$ cat config.mk
export PLATFORM = sky130hd
export DESIGN_NAME = multicycle_control
export DESIGN_NICKNAME = d
export VERILOG_FILES = /design/src/rtl/multicycle_control.sv
export SDC_FILE = /design/constraint.sdc
export NUM_CORES = 1
export LEC_CHECK = 0
export ABC_CLOCK_PERIOD_IN_PS = 2500
export BUFFER_PORTS_ARGS = -buffer_cell sky130_fd_sc_hd__buf_2
export CELL_PAD_IN_SITES_DETAIL_PLACEMENT = 0
export CELL_PAD_IN_SITES_GLOBAL_PLACEMENT = 2
export CORE_AREA = 2 2 81 60
export CTS_CLUSTER_DIAMETER = 50
export DETAILED_ROUTE_END_ITERATION = 10
export DIE_AREA = 0 0 83 62
export GPL_ROUTABILITY_DRIVEN = 0
export MAX_ROUTING_LAYER = met4
export PLACE_DENSITY = 0.82
export SYNTH_ARGS = -nofsm -noshare
export SYNTH_HDL_FRONTEND = slang
export SYNTH_SLANG_ARGS = --single-unit
$ cat constraint.sdc
create_clock -name clk -period 2.5 [get_ports clk]
set_input_delay 0.5 -clock clk [delete_from_list [all_inputs] [get_ports clk]]
set_output_delay 0.5 -clock clk [all_outputs]
set_load 0.02 [all_outputs]
$ cat src/rtl/multicycle_control.sv
// Moore multicycle controller for the shared-ALU / unified-memory MIPS datapath.
// Optional performance counters are enabled by defining PERF_CNT_EN.
module multicycle_control #(
  parameter int unsigned MEM_TIMEOUT = 15,
  parameter int unsigned TO_W        = 8
) (
  input  logic       clk,
  input  logic       rst,
  input  logic [5:0] opcode,
  input  logic       zero,
  input  logic       mem_ready,
  output logic       PCWrite,
  output logic       PCWriteCond,
  output logic       IorD,
  output logic       MemRead,
  output logic       MemWrite,
  output logic       IRWrite,
  output logic       MemtoReg,
  output logic       RegDst,
  output logic       RegWrite,
  output logic       ALUSrcA,
  output logic [1:0] ALUSrcB,
  output logic [1:0] ALUOp,
  output logic [1:0] PCSource,
  output logic       trap,
  output logic [1:0] trap_code,
  output logic [3:0] state
`ifdef PERF_CNT_EN
  ,
  output logic [31:0] cycle_count,
  output logic [31:0] instr_count
`endif
);

  typedef enum logic [3:0] {
    FETCH  = 4'd0,
    DECODE = 4'd1,
    MEMADR = 4'd2,
    MEMRD  = 4'd3,
    MEMWB  = 4'd4,
    MEMWR  = 4'd5,
    EXEC   = 4'd6,
    RWB    = 4'd7,
    BRANCH = 4'd8,
    JUMP   = 4'd9,
    IEXEC  = 4'd10,
    IWB    = 4'd11,
    TRAP   = 4'd12,
    ILL13  = 4'd13,
    ILL14  = 4'd14,
    ILL15  = 4'd15
  } stateT;

  localparam logic [5:0] OP_RTYPE = 6'b000000;
  localparam logic [5:0] OP_LW    = 6'b100011;
  localparam logic [5:0] OP_SW    = 6'b101011;
  localparam logic [5:0] OP_BEQ   = 6'b000100;
  localparam logic [5:0] OP_J     = 6'b000010;
  localparam logic [5:0] OP_ADDI  = 6'b001000;
  localparam logic [5:0] OP_ANDI  = 6'b001100;
  localparam logic [5:0] OP_ORI   = 6'b001101;

  localparam logic [1:0] TRAP_ILLEGAL = 2'b01;
  localparam logic [1:0] TRAP_TIMEOUT = 2'b10;

  stateT curState, nextState;
  logic [1:0] trapCause;
  logic [TO_W-1:0] toCnt;
  logic timedOut;

  // zero only qualifies PCWriteCond inside the datapath's PC enable
  logic unusedZero;
  assign unusedZero = zero;

  assign state    = curState;
  assign timedOut = (toCnt == TO_W'(MEM_TIMEOUT));

  always_ff @(posedge clk or posedge rst) begin
    if (rst) curState <= FETCH;
    else     curState <= nextState;
  end

  always_comb begin
    nextState = curState;
    trapCause = 2'b00;
    unique case (curState)
      FETCH: begin
        if (mem_ready) nextState = DECODE;
        else if (timedOut) begin
          nextState = TRAP;
          trapCause = TRAP_TIMEOUT;
        end
      end
      DECODE: begin
        case (opcode)
          OP_LW, OP_SW:             nextState = MEMADR;
          OP_RTYPE:                 nextState = EXEC;
          OP_BEQ:                   nextState = BRANCH;
          OP_J:                     nextState = JUMP;
          OP_ADDI, OP_ANDI, OP_ORI: nextState = IEXEC;
          default: begin
            nextState = TRAP;
            trapCause = TRAP_ILLEGAL;
          end
        endcase
      end
      MEMADR: nextState = (opcode == OP_SW) ? MEMWR : MEMRD;
      MEMRD: begin
        if (mem_ready) nextState = MEMWB;
        else if (timedOut) begin
          nextState = TRAP;
          trapCause = TRAP_TIMEOUT;
        end
      end
      MEMWB: nextState = FETCH;
      MEMWR: begin
        if (mem_ready) nextState = FETCH;
        else if (timedOut) begin
          nextState = TRAP;
          trapCause = TRAP_TIMEOUT;
        end
      end
      EXEC:   nextState = RWB;
      RWB:    nextState = FETCH;
      BRANCH: nextState = FETCH;
      JUMP:   nextState = FETCH;
      IEXEC:  nextState = IWB;
      IWB:    nextState = FETCH;
      TRAP:   nextState = TRAP;
      default: begin
        nextState = TRAP;
        trapCause = TRAP_ILLEGAL;
      end
    endcase
  end

  // Any state change clears the counter, so it restarts on every memory-state entry
  always_ff @(posedge clk or posedge rst) begin
    if (rst) toCnt <= '0;
    else if (nextState != curState) toCnt <= '0;
    else if (curState inside {FETCH, MEMRD, MEMWR}) toCnt <= toCnt + TO_W'(1);
  end

  always_ff @(posedge clk or posedge rst) begin
    if (rst) begin
      trap      <= 1'b0;
      trap_code <= 2'b00;
    end else if (curState != TRAP && nextState == TRAP) begin
      trap      <= 1'b1;
      trap_code <= trapCause;
    end
  end

  always_comb begin
    PCWrite     = 1'b0;
    PCWriteCond = 1'b0;
    IorD        = 1'b0;
    MemRead     = 1'b0;
    MemWrite    = 1'b0;
    IRWrite     = 1'b0;
    MemtoReg    = 1'b0;
    RegDst      = 1'b0;
    RegWrite    = 1'b0;
    ALUSrcA     = 1'b0;
    ALUSrcB     = 2'b00;
    ALUOp       = 2'b00;
    PCSource    = 2'b00;
    unique case (curState)
      FETCH: begin
        MemRead = 1'b1;
        ALUSrcB = 2'b01;
        IRWrite = mem_ready;
        PCWrite = mem_ready;
      end
      DECODE: ALUSrcB = 2'b11;
      MEMADR: begin
        ALUSrcA = 1'b1;
        ALUSrcB = 2'b10;
      end
      MEMRD: begin
        MemRead = 1'b1;
        IorD    = 1'b1;
      end
      MEMWB: begin
        MemtoReg = 1'b1;
        RegWrite = 1'b1;
      end
      MEMWR: begin
        MemWrite = 1'b1;
        IorD     = 1'b1;
      end
      EXEC: begin
        ALUSrcA = 1'b1;
        ALUOp   = 2'b10;
      end
      RWB: begin
        RegDst   = 1'b1;
        RegWrite = 1'b1;
      end
      BRANCH: begin
        ALUSrcA     = 1'b1;
        ALUOp       = 2'b01;
        PCWriteCond = 1'b1;
        PCSource    = 2'b01;
      end
      JUMP: begin
        PCWrite  = 1'b1;
        PCSource = 2'b10;
      end
      IEXEC: begin
        ALUSrcA = 1'b1;
        ALUSrcB = 2'b10;
        ALUOp   = (opcode == OP_ADDI) ? 2'b00 : 2'b11;
      end
      IWB: RegWrite = 1'b1;
      default: ;
    endcase
  end

`ifdef PERF_CNT_EN
  always_ff @(posedge clk or posedge rst) begin
    if (rst) begin
      cycle_count <= '0;
      instr_count <= '0;
    end else begin
      if (curState != TRAP) cycle_count <= cycle_count + 32'd1;
      if (nextState == FETCH && curState != FETCH) instr_count <= instr_count + 32'd1;
    end
  end
`endif

endmodule

==> impl_metrics.env <==
export IMPL_synth_top_area_share=0.294
export IMPL_antenna_found_initial=0
export IMPL_cts_sinks=15
export IMPL_fp_dieH_um=62
export IMPL_synth_warnings=0
export IMPL_maxSlewViolCount=0
export IMPL_yosysUniqueCellTypes=48
export IMPL_synth_main_ff_cell="dfrtp_1"
export IMPL_hold_viol=0
export IMPL_finalCritPeriodShare=0.891
export IMPL_wire_per_inst_um=12.8
export IMPL_relSlewSlack=0.636
export IMPL_post_cts_setup_buffers=0
export IMPL_rsz0062_at_grt="false"
export IMPL_worstRegToRegCells=7
export IMPL_cts_path_max_buffers=2
export IMPL_syn_inst=160
export IMPL_nets=206
export IMPL_cts_buffers=3
export IMPL_synth_edf_count=0
export IMPL_ios=33
export IMPL_synth_area_top_cells="dfrtp_1 29%, nor2_1 6.8%, xor2_1 4.1%"
export IMPL_hp_class="input pin to asynchronous set/reset pin"
export IMPL_wl_um=3220
export IMPL_crit_type="flip-flop to flip-flop"
export IMPL_fin_skew_ps=1.66
export IMPL_tightestPinTransition_ps=545
export IMPL_hpwl_um=2530
export IMPL_finalSetupViolations=0
export IMPL_yosysSeqAreaShare=0.294
export IMPL_grtUsageTotal=0.133
export IMPL_crit_required_ps=2640
export IMPL_worstSetupEndpointType="flip-flop"
export IMPL_cts_resized=0
export IMPL_portBuffers=31
export IMPL_ys_ff_latch=15
export IMPL_max_freq_mhz=449
export IMPL_syn2layout_area_growth_pct=22.2
export IMPL_fp_row_count=21
export IMPL_yosysTopAreaCell="dfrtp_1"
export IMPL_initialDrtViolationCount=77
export IMPL_grt_max_degree=21
export IMPL_drt_pass1_iterations=4
export IMPL_ir_drop_mv=0.205
export IMPL_clk_pin_slew_worst_paths_ps=60
export IMPL_cts_root_buf="clkbuf_8"
export IMPL_synth_async_reset_ratio=1.00
export IMPL_grt_pass1_wl_um=5330
export IMPL_die_w_um=83
export IMPL_diodes=0
export IMPL_htreeDepth=1
export IMPL_cts_hold_buf=0
export IMPL_ant_nets=0
export IMPL_initial_core_util=0.284
export IMPL_leakage_nw=0.741
export IMPL_yosysMostFrequentCell="nor2_1"
export IMPL_p_per_area_mw_per_mm2=304
export IMPL_cp_start_kind="flip-flop"
export IMPL_cp_max_fo=5
export IMPL_status="completed"
export IMPL_timing_rr_start="toCnt[0]"
export IMPL_synth_common_cells="23 x nor2_1, 15 x dfrtp_1, 13 x nand2_1, 8 x a21oi_1"
export IMPL_worstPathArrival_ps=2370
export IMPL_core_area_mm2=0.00449
export IMPL_drive_above_1_share=0.273
export IMPL_syn_area_mm2=0.00128
export IMPL_die_area_mm2=0.00515
export IMPL_cap_viol_max_count=0
export IMPL_via_per_inst=5.05
export IMPL_fin_crit_ps=2230
export IMPL_clock_latency_ps=250
export IMPL_rrSetupSlack_ps=270
export IMPL_fin_total_pwr_w=0.000473
export IMPL_vias=1267
export IMPL_setup_tns_ps=0
export IMPL_r2r_end="trap"
export IMPL_grt_pass1_vias=1125
export IMPL_synth_avg_cell_area_um2=7.98
export IMPL_cts_tree="yes"
export IMPL_drc=0
export IMPL_grt_overflow=0
export IMPL_syn_nets=171
-- cells by family (layout without fill, tap and decap cells) --
kind of cell | Yosys count | count (layout) | share of synthesized area
DFF | 15 | 15 | 0.294
adders and majority gates | 1 | 1 | 0.00980
muxes | 1 | 1 | 0.0118
and+or+nand+nor | 82 | 82 | 0.345
buffers and inverters | 16 | 50 | 0.0627
xor gates and xnor gates | 10 | 10 | 0.0686
AOI/OAI and AO/OA | 35 | 35 | 0.208
-- flip-flops by register name (all words and copies together) (netlist names) --
| register | cells |
|---|---|
| trap | 1 |
| toCnt | 8 |
| trap_code | 2 |
| state | 4 |
-- how the worst max path moves through the flow --
stage,from,end,slack (ps),cells after the start
final,toCnt[0],trap,270,7
after global routing,toCnt[0],trap,140,7
after CTS,toCnt[0],trap,270,7
after detailed placement,opcode[0],trap,170,8
after global placement,opcode[0],trap,180,8
after floorplan,state[2],RegWrite,270,5
-- through the flow --
stage | hold WS (ps) | area [um^2] | util | setup WS [ps] | cells
4_1_cts | 305 | 1560 | 0.347 | 267 | 251
6_report | 283 | 1560 | 0.347 | 272 | 251
5_1_grt | 338 | 1560 | 0.347 | 144 | 251
3_5_place_dp | 451 | 1510 | 0.337 | 173 | 247
2_1_floorplan | 401 | 1280 | - | 272 | 160
3_3_place_gp | 449 | 1510 | 0.337 | 177 | 247
-- power by group --
| part | switching, W | internal, W |
|---|---|---|
| clock network | 0.0000870 | 0.000111 |
| registers | 0.000000119 | 0.000243 |
| logic | 0.0000202 | 0.0000123 |
-- area by class of cell --
| class | instances | area [um^2] |
|---|---|---|
| fill | 472 | 2930 |
| multi-input combinational | 129 | 821 |
| sequential | 15 | 375 |
| timing repair buffer | 40 | 223 |
| tap | 57 | 71.3 |
| clock buffer | 3 | 41.3 |
| inverter | 6 | 22.5 |
| clock inverter | 1 | 5.00 |
-- placed cells by master (no fill, tap or decap), types with 2 or more instances in the layout --
cell      netlist  routed
a211oi_1        3       3
a21o_1          3       3
a21oi_1         8       8
a311oi_1        2       2
and2_1          3       3
and3_1          4       4
buf_2           4      31
buf_4           2       9
clkbuf_8        0       3
dfrtp_1        15      15
inv_1           6       6
nand2_1        13      13
nand2b_1        4       4
nand3_1         4       4
nand4_1         5       5
nor2_1         23      23
nor2b_1         4       4
nor3_1          5       5
nor4_1          3       3
o21a_1          2       2
o21ai_0         3       3
o21bai_1        3       3
or2_1           2       2
or2_2           4       4
or3_1           2       2
xnor2_1         4       4
xor2_1          6       6
-- worst max-delay path: stages (launching register included) --
cell,delay [ps]
dfrtp_1,440
ha_1,250
and3_1,250
a21oi_1,280
a211oi_1,120
or3_1,380
and3_4,190
or2_1,190
-- metal layers --
metal  GRT usage  vias up  share of wire
li1            -      640              -
met1       0.191      594           0.53
met2       0.184       29           0.41
met3      0.0291        4          0.049
met4      0.0422        0          0.012
met5           -        -              0
Note: power is estimated with default switching activity, not from simulation.
